## config.mk

```make
export PLATFORM = sky130hd
export DESIGN_NAME = bus_select_encoder
export DESIGN_NICKNAME = d
export VERILOG_FILES = /design/src/rtl/bus_select_encoder.sv
export SDC_FILE = /design/constraint.sdc
export NUM_CORES = 1
export LEC_CHECK = 0
export ABC_AREA = 1
export CORE_MARGIN = 5
export CORE_UTILIZATION = 50
export DETAILED_ROUTE_END_ITERATION = 10
export DONT_BUFFER_PORTS = 1
export GPL_TIMING_DRIVEN = 0
export HOLD_SLACK_MARGIN = 0.05
export PLACE_DENSITY_LB_ADDON = 0.3
export RECOVER_POWER = 25
export SLEW_MARGIN = 30
export SYNTH_ARGS = -nofsm -noshare
export SYNTH_HDL_FRONTEND = slang
export SYNTH_SLANG_ARGS = --single-unit
```

## constraint.sdc

```tcl
create_clock -name clk -period 3.9 [get_ports clk]
set_clock_uncertainty 0.2 [all_clocks]
set_input_delay 1.17 -clock clk [delete_from_list [all_inputs] [get_ports clk]]
set_output_delay 1.17 -clock clk [all_outputs]
set_load 0.01 [all_outputs]
```

## src/rtl/bus_select_encoder.sv

```systemverilog
`default_nettype none
// ============================================================================
// Module   : bus_select_encoder
// Purpose  : Registered one-hot to binary bus-select encoder with multi-hot
//            error detection.
// Revision : 1.0
// ============================================================================
module bus_select_encoder #(
    parameter int N_SRC         = 32,
    parameter int PRIORITY_MODE = 0,
    parameter int CNT_W         = 8,
    localparam int SEL_W        = $clog2(N_SRC)
) (
    input  logic             clk,
    input  logic             clear,
    input  logic             enable,
    input  logic [N_SRC-1:0] src_req,
    input  logic             err_ack,
    output logic [SEL_W-1:0] sel,
    output logic             sel_valid,
    output logic             multi_err,
    output logic             err_sticky,
    output logic [CNT_W-1:0] err_count
);

    localparam logic             c_PRIO    = (PRIORITY_MODE != 0);
    localparam logic [CNT_W-1:0] c_CNT_MAX = {CNT_W{1'b1}};

    logic             w_any;
    logic             w_multi;
    logic [SEL_W-1:0] w_low;

    logic [SEL_W-1:0] r_sel;
    logic             r_sel_valid;
    logic             r_multi_err;
    logic             r_err_sticky;
    logic [CNT_W-1:0] r_err_count;

    // Clearing the lowest set bit leaves something only when two or more bits are set.
    assign w_any   = |src_req;
    assign w_multi = |(src_req & (src_req - N_SRC'(1)));

    always_comb begin
        w_low = '0;
        for (int i = N_SRC - 1; i >= 0; i--) begin
            if (src_req[i]) begin
                w_low = SEL_W'(i);
            end
        end
    end

    always_ff @(posedge clk) begin
        if (clear) begin
            r_sel        <= '0;
            r_sel_valid  <= 1'b0;
            r_multi_err  <= 1'b0;
            r_err_sticky <= 1'b0;
            r_err_count  <= '0;
        end else begin
            if (enable) begin
                r_multi_err <= w_multi;
                if (w_multi) begin
                    r_sel_valid <= c_PRIO;
                    if (c_PRIO) begin
                        r_sel <= w_low;
                    end
                end else if (w_any) begin
                    r_sel       <= w_low;
                    r_sel_valid <= 1'b1;
                end else begin
                    r_sel_valid <= 1'b0;
                end
            end

            // A fresh error outranks an acknowledge of older ones.
            if (enable && w_multi) begin
                r_err_sticky <= 1'b1;
                if (err_ack) begin
                    r_err_count <= CNT_W'(1);
                end else if (r_err_count != c_CNT_MAX) begin
                    r_err_count <= r_err_count + CNT_W'(1);
                end
            end else if (err_ack) begin
                r_err_sticky <= 1'b0;
                r_err_count  <= '0;
            end
        end
    end

    assign sel        = r_sel;
    assign sel_valid  = r_sel_valid;
    assign multi_err  = r_multi_err;
    assign err_sticky = r_err_sticky;
    assign err_count  = r_err_count;

endmodule
`default_nettype wire

```

==> results of run 1 <==
placed cells by master (no fill, tap or decap), drive strengths merged:
master,n
or2,1
nand2,77
a2111oi,1
maj3,3
o211a,1
ha,1
a211oi,1
nand3b,1
a31o,1
o31ai,1
o21ai,19
clkbuf,4
nor3,5
inv,49
a31oi,3
xor2,2
nand4,4
nand3,15
a21oi,20
clkinv,2
nor2,30
dfxtp,16
a41oi,1
a221oi,1
a21boi,1
nor4,3
final timing paths:
check,startpoint,end
setup / recovery,src_req[1],err_count[3]
hold / removal,err_sticky,err_sticky
setup reg to reg,err_count[0],err_count[5]
hold reg to reg,err_sticky,err_sticky
critical path, delay by kind of cell:
kind | cells | cell delay (ps)
and+or+nand+nor | 12 | 1980
AOI/OAI and AO/OA | 2 | 210
registers in the layout, indices dropped and copies added, names as in the netlist:
register / count
err_count: 8
err_sticky: 1
multi_err: 1
sel: 5
sel_valid: 1
final cells by class:
cell class              count  area, sq um  area share
plain buffers               1         3.75     0.00238
clock buffers               3         22.5      0.0143
inverters                  51          201       0.128
multi-input cells         192          988       0.626
flip-flops and latches     16          320       0.203
well taps                  33         41.3      0.0262
stage by stage:
stage          utilization  setup slack (ps)
2_1_floorplan            -               604
3_3_place_gp         0.522               233
3_5_place_dp         0.522               242
4_1_cts              0.530               541
5_1_grt              0.530               198
6_report             0.530               504
cell families after synthesis:
kind of cell | Yosys count | share of synthesized area
compound gates | 50 | 0.202
xor+xnor | 2 | 0.0116
fa+ha+maj | 4 | 0.0289
buf+inv | 52 | 0.136
flops | 16 | 0.212
simple gates | 136 | 0.410
per-layer routing:
metal	up-vias	global-route usage	share of wire
li1	847	-	-
met5	-	0	0
met2	37	0.305	0.50
met3	4	0.0225	0.059
met4	0	0.0466	0.011
met1	681	0.196	0.43
power breakdown:
group	leakage [uW]	total, uW	switching [uW]	internal [uW]
clock network	0.0000138	85.9	50.0	35.9
logic	0.000582	59.2	37.7	21.5
registers	0.000130	170	3.97	166
==> qor.yml, run 1 <==
worst-path-max-fanout: 6
finalSetupViolCount: 0
cts_root_buf: "clkbuf_4"
num_rows: 20
seq_area_frac_synth: 0.212
synth.distinct_cells: 34
portBuffers: 0
gp_congestion: 0.843
max_cap_viol_count: 0
diodes: 0
dr.first_iter.drc_count: 90
crit_type: "in2reg"
synth-async-reset-ratio: 0
cp-end-kind: "register"
yosysMostFrequentCell: "nand2_1"
startpoint_type: "input pin"
yosysWarningCount: 0
fin_hold_ws_ps: 319
vias_per_cell: 5.30
holdPathStages: 2
crit_slowest_cell: "nor4_2"
cts-resized-gates: 0
dpl.hpwl_um: 2840
drv_slew: 0
fin_crit_sh: 0.871
netlist_area_sq_um: 1510
dp_cells: 293
regToRegSetupSlack_ps: 1920
grt_util_all_layers: 0.165
p_per_area_nw_per_um2: 200
grt_start_max_net_pins: 11
start_util: 0.508
clkLatencyLatePin_ps: 280
crit_arrival_ps: 3350
fin_crit_ps: 3400
coreArea_sq_um: 2980
leakage_uw: 0.000726
vias: 1569
yosys-top-cells-count: "nand2_1, inv_1, nor2_1"
fin_setup_tns_ps: 0
syn_avg_cell_area_sq_um: 5.82
final_area_sq_um: 1580
yosys-top-cells-area: "dfxtp_1, nand2_1, inv_1, a21oi_1, nor2_1"
syn_inst: 260
final_cells: 296
vdd_ir_drop_max_v: 0.0000742
synth_top_area_share: 0.212
postCtsSetupBuffers: 0
fp.dieArea_sq_um: 4230
final_antenna_net_count: 0
worst_ep_required_time_ps: 3860
antenna_found_initial: 0
synth-edff-count: 0
drt-total-wl_um: 3370
tightestPinTransition_ps: 450
grt_pass1_vias: 1490
area_growth_pct: 4.21
synth-seq-cells: 16
drive_gt1_frac: 0.0913
dieHeight_um: 65.0
syn_nets: 297
fillers: 314
first_pass_iters: 4
hp-class: "reg2reg"
total_power_uw: 315
yosysTopAreaCell: "dfxtp_1"
post_drt_wl_per_cell_um: 11.4
clock_sinks: 16
status: "complete, no violations"
place_area_sq_um: 1560
r2r_cells: 11
grt_first_pass_wirelength_um: 5820
ctsHtreeMaxLevel: 1
drc_errors: 0
cpMostUsedCell: "nand2_2"
grt_overflow: 0
crit_chain: "nor2_2 > nand2_2 > nor2_4 > nand2_2 > nor4_2 > a21boi_0 > nor4_1 > nand4_1 > nor2_1 > nand2_2 > nand2_1 > nor2_1 > nand3b_1 > a21oi_1"
cts_hold_buf: 0
nNetsFinal: 302
fmax_mhz: 294
die_w_um: 65.0
synth_ff_type: "dfxtp_1"
numCtsBuffers: 3
rsz0062_at_grt: "no"
max_stage_delay_ps: 360
clk_path_buf_depth: 2
hold_viol: 0
io_pins: 52
relSlewSlack: 0.700
clk_pin_slew_ps: 80
cts_tree: "built"
No activity file was read; power rests on OpenSTA's default activity.
==> run 2: changes to the inputs <==
--- a/config.mk
+++ b/config.mk
@@ -12,7 +12,6 @@
 export DONT_BUFFER_PORTS = 1
 export GPL_TIMING_DRIVEN = 0
 export HOLD_SLACK_MARGIN = 0.05
-export PLACE_DENSITY_LB_ADDON = 0.3
 export RECOVER_POWER = 25
 export SLEW_MARGIN = 30
 export SYNTH_ARGS = -nofsm -noshare
==> run 2 against run 1 <==
Effect of this change:
- critical path type unchanged
- die area unchanged
- fmax decreased by 2.0%
- final cell count up 0.34%
- clock power rose by 27%
- global-route usage up 0.55 points
- hold slack worse by 10 ps
- combinational power hardly changed
- utilization rose by 0.46 points
- critical path depth unchanged
- non-clock buffer count unchanged
==> qor.yml, run 2 (synthesized netlist as in run 1, its figures left out) <==
status: "complete, no violations"
switching_share: 0.279  # -0.0123
hp-class: "reg2reg"
final_common_cell: "nand2_1"
drt-total-wl_um: 3350  # -0.50%
io_pins: 52  # unchanged
worst-path-max-fanout: 6  # unchanged
fp.dieArea_sq_um: 4230  # unchanged
clkLatencyLatePin_ps: 280  # about the same
fin_crit_ps: 3470  # +71.0 ps
cp-end-kind: "register"
gp_congestion: 0.848  # +0.66%
hold_viol: 0  # unchanged
grt_util_all_layers: 0.170  # +0.00553
pwr-share-seq: 0.502  # -0.037
dpl.hpwl_um: 2860  # +0.58%
finalSetupViolCount: 0  # unchanged
postCtsSetupBuffers: 0  # unchanged
drive_gt1_frac: 0.0947  # +0.00344
grt_first_pass_wirelength_um: 5920  # +1.8%
top_layer: "met4"
post_drt_wl_per_cell_um: 11.3  # -0.84%
drc_errors: 0  # unchanged
vdd_ir_drop_max_v: 0.0000782  # +5.5%
cts_hold_buf: 0  # unchanged
p_per_area_nw_per_um2: 213  # +6.6%
fin_setup_tns_ps: 0  # unchanged
cts_tree: "built"
start_util: 0.508  # unchanged
crit_arrival_ps: 3430  # +80 ps
grt_start_max_net_pins: 11  # unchanged
cts-resized-gates: 0  # unchanged
fmax_mhz: 288  # -2.0%
met1_length_um: 1570  # +7.9%
clkPwrFrac: 0.323  # +0.050
num_rows: 20  # unchanged
cts_root_buf: "clkbuf_4"
grt_overflow: 0  # unchanged
nNetsFinal: 302  # unchanged
post-route-util: 0.534  # +0.00462
largest_reg_flops: 8  # unchanged
final_antenna_net_count: 0  # unchanged
first_pass_iters: 4  # unchanged
coreArea_sq_um: 2980  # unchanged
dr.first_iter.drc_count: 79  # -12%
fin_crit_sh: 0.889  # +0.0182
ctsHtreeMaxLevel: 1  # unchanged
tightestPinTransition_ps: 460  # +10.8 ps
rsz0062_at_grt: "no"
numCtsBuffers: 3  # unchanged
clk_path_buf_depth: 2  # unchanged
wl_met3_um: 280  # +40%
clock_sinks: 16  # unchanged
clk_pin_slew_ps: 90  # about the same
vias_per_cell: 5.11  # -3.5%
portBuffers: 0  # unchanged
startpoint_type: "input pin"
leakage_uw: 0.000733  # +0.99%
internal_power_uw: 244  # +9.4%
area_growth_pct: 5.12
vias: 1519  # -3.2%
die_w_um: 65.0  # unchanged
antenna_found_initial: 0  # unchanged
power_frac_comb: 0.175  # -0.013
grt_pass1_vias: 1419  # -4.8%
met2_length_um: 1490  # -11%
diodes: 0  # unchanged
relSlewSlack: 0.693  # -0.00717
p_sw_uw: 94.4  # +3.0%
layout_common_cells: "nand2_1, inv_1, nor2_1"
drv_slew: 0  # unchanged
max_cap_viol_count: 0  # unchanged
crit_type: "in2reg"
worst_ep_required_time_ps: 3860  # about the same
dieHeight_um: 65.0  # unchanged
run 2: critical path, stage by stage:
cell      delay, ps
nor2_2          140
nand2_2         120
nor2_4          170
nand2_2          90
nor4_2          350
a21boi_0        170
nor4_1          320
nand4_1         130
nor2_1          190
nand2_2         110
nand2_1         160
nor2_1          130
nand3b_1        110
a21oi_1          60
run 2: final timing paths:
path / startpoint / to / slack, ps / cells after the start
worst max-delay path: src_req[3] / err_count[3] / 430 / 14
worst min-delay path: sel[1] / sel[1] / 310 / 2
worst max register to register: err_count[0] / err_count[5] / 1920 / 11
worst min register to register: sel[1] / sel[1] / 310 / 2
run 2: area by class of cell:
class / count / area (sq um)
clock buffers: 4 / 36.3
multi-input cells: 192 / 988
flip-flops and latches: 16 / 320
fillers: 344 / 1390
plain buffers: 1 / 3.75
inverters: 51 / 201
well taps: 33 / 41.3
run 2: metal layers:
metal  up-vias  track usage
li1        845            -
met1       631        0.222
met2        41        0.282
met3         2       0.0433
met4         0       0.0389
met5         -            0
run 2: power groups by stage:
stage / Sequential [uW] / Combinational [uW] / Clock (uW)
3_3_place_gp: 174 / 59.7 / 0
3_5_place_dp: 174 / 59.6 / 0
6_report: 170 / 59.3 / 109
5_1_grt: 171 / 69.9 / 119
4_1_cts: 170 / 60.0 / 114
2_1_floorplan: 173 / 50.7 / 0
run 2: through the flow:
step	instances	instance area, sq um	power, uW	hold WS, ps	setup WS, ps
6_report	297	1590	339	309	433
3_5_place_dp	293	1560	233	299	127
2_1_floorplan	260	1510	224	281	604
4_1_cts	297	1590	344	313	424
5_1_grt	297	1590	360	353	70.4
3_3_place_gp	293	1560	233	294	96.3
==> run 3: changes to the inputs <==
==> constraint.sdc (replaced) <==
create_clock -name clk -period 3.8 [get_ports clk]
set_clock_uncertainty 0.2 [all_clocks]
set_input_delay 1.14 -clock clk [delete_from_list [all_inputs] [get_ports clk]]
set_output_delay 1.14 -clock clk [all_outputs]
set_load 0.01 [all_outputs]
==> results of run 3 <==
The final DEF is identical to that of run 2. Status: complete, no violations.
Main changes from that run: setup slack after placement 127 ps -> 57.3 ps; setup slack after layout 433 ps -> 363 ps; register-to-register setup slack 1920 ps -> 1820 ps; total power 339 uW -> 348 uW; worst IR drop on VDD 0.0000782 V -> 0.0000803 V
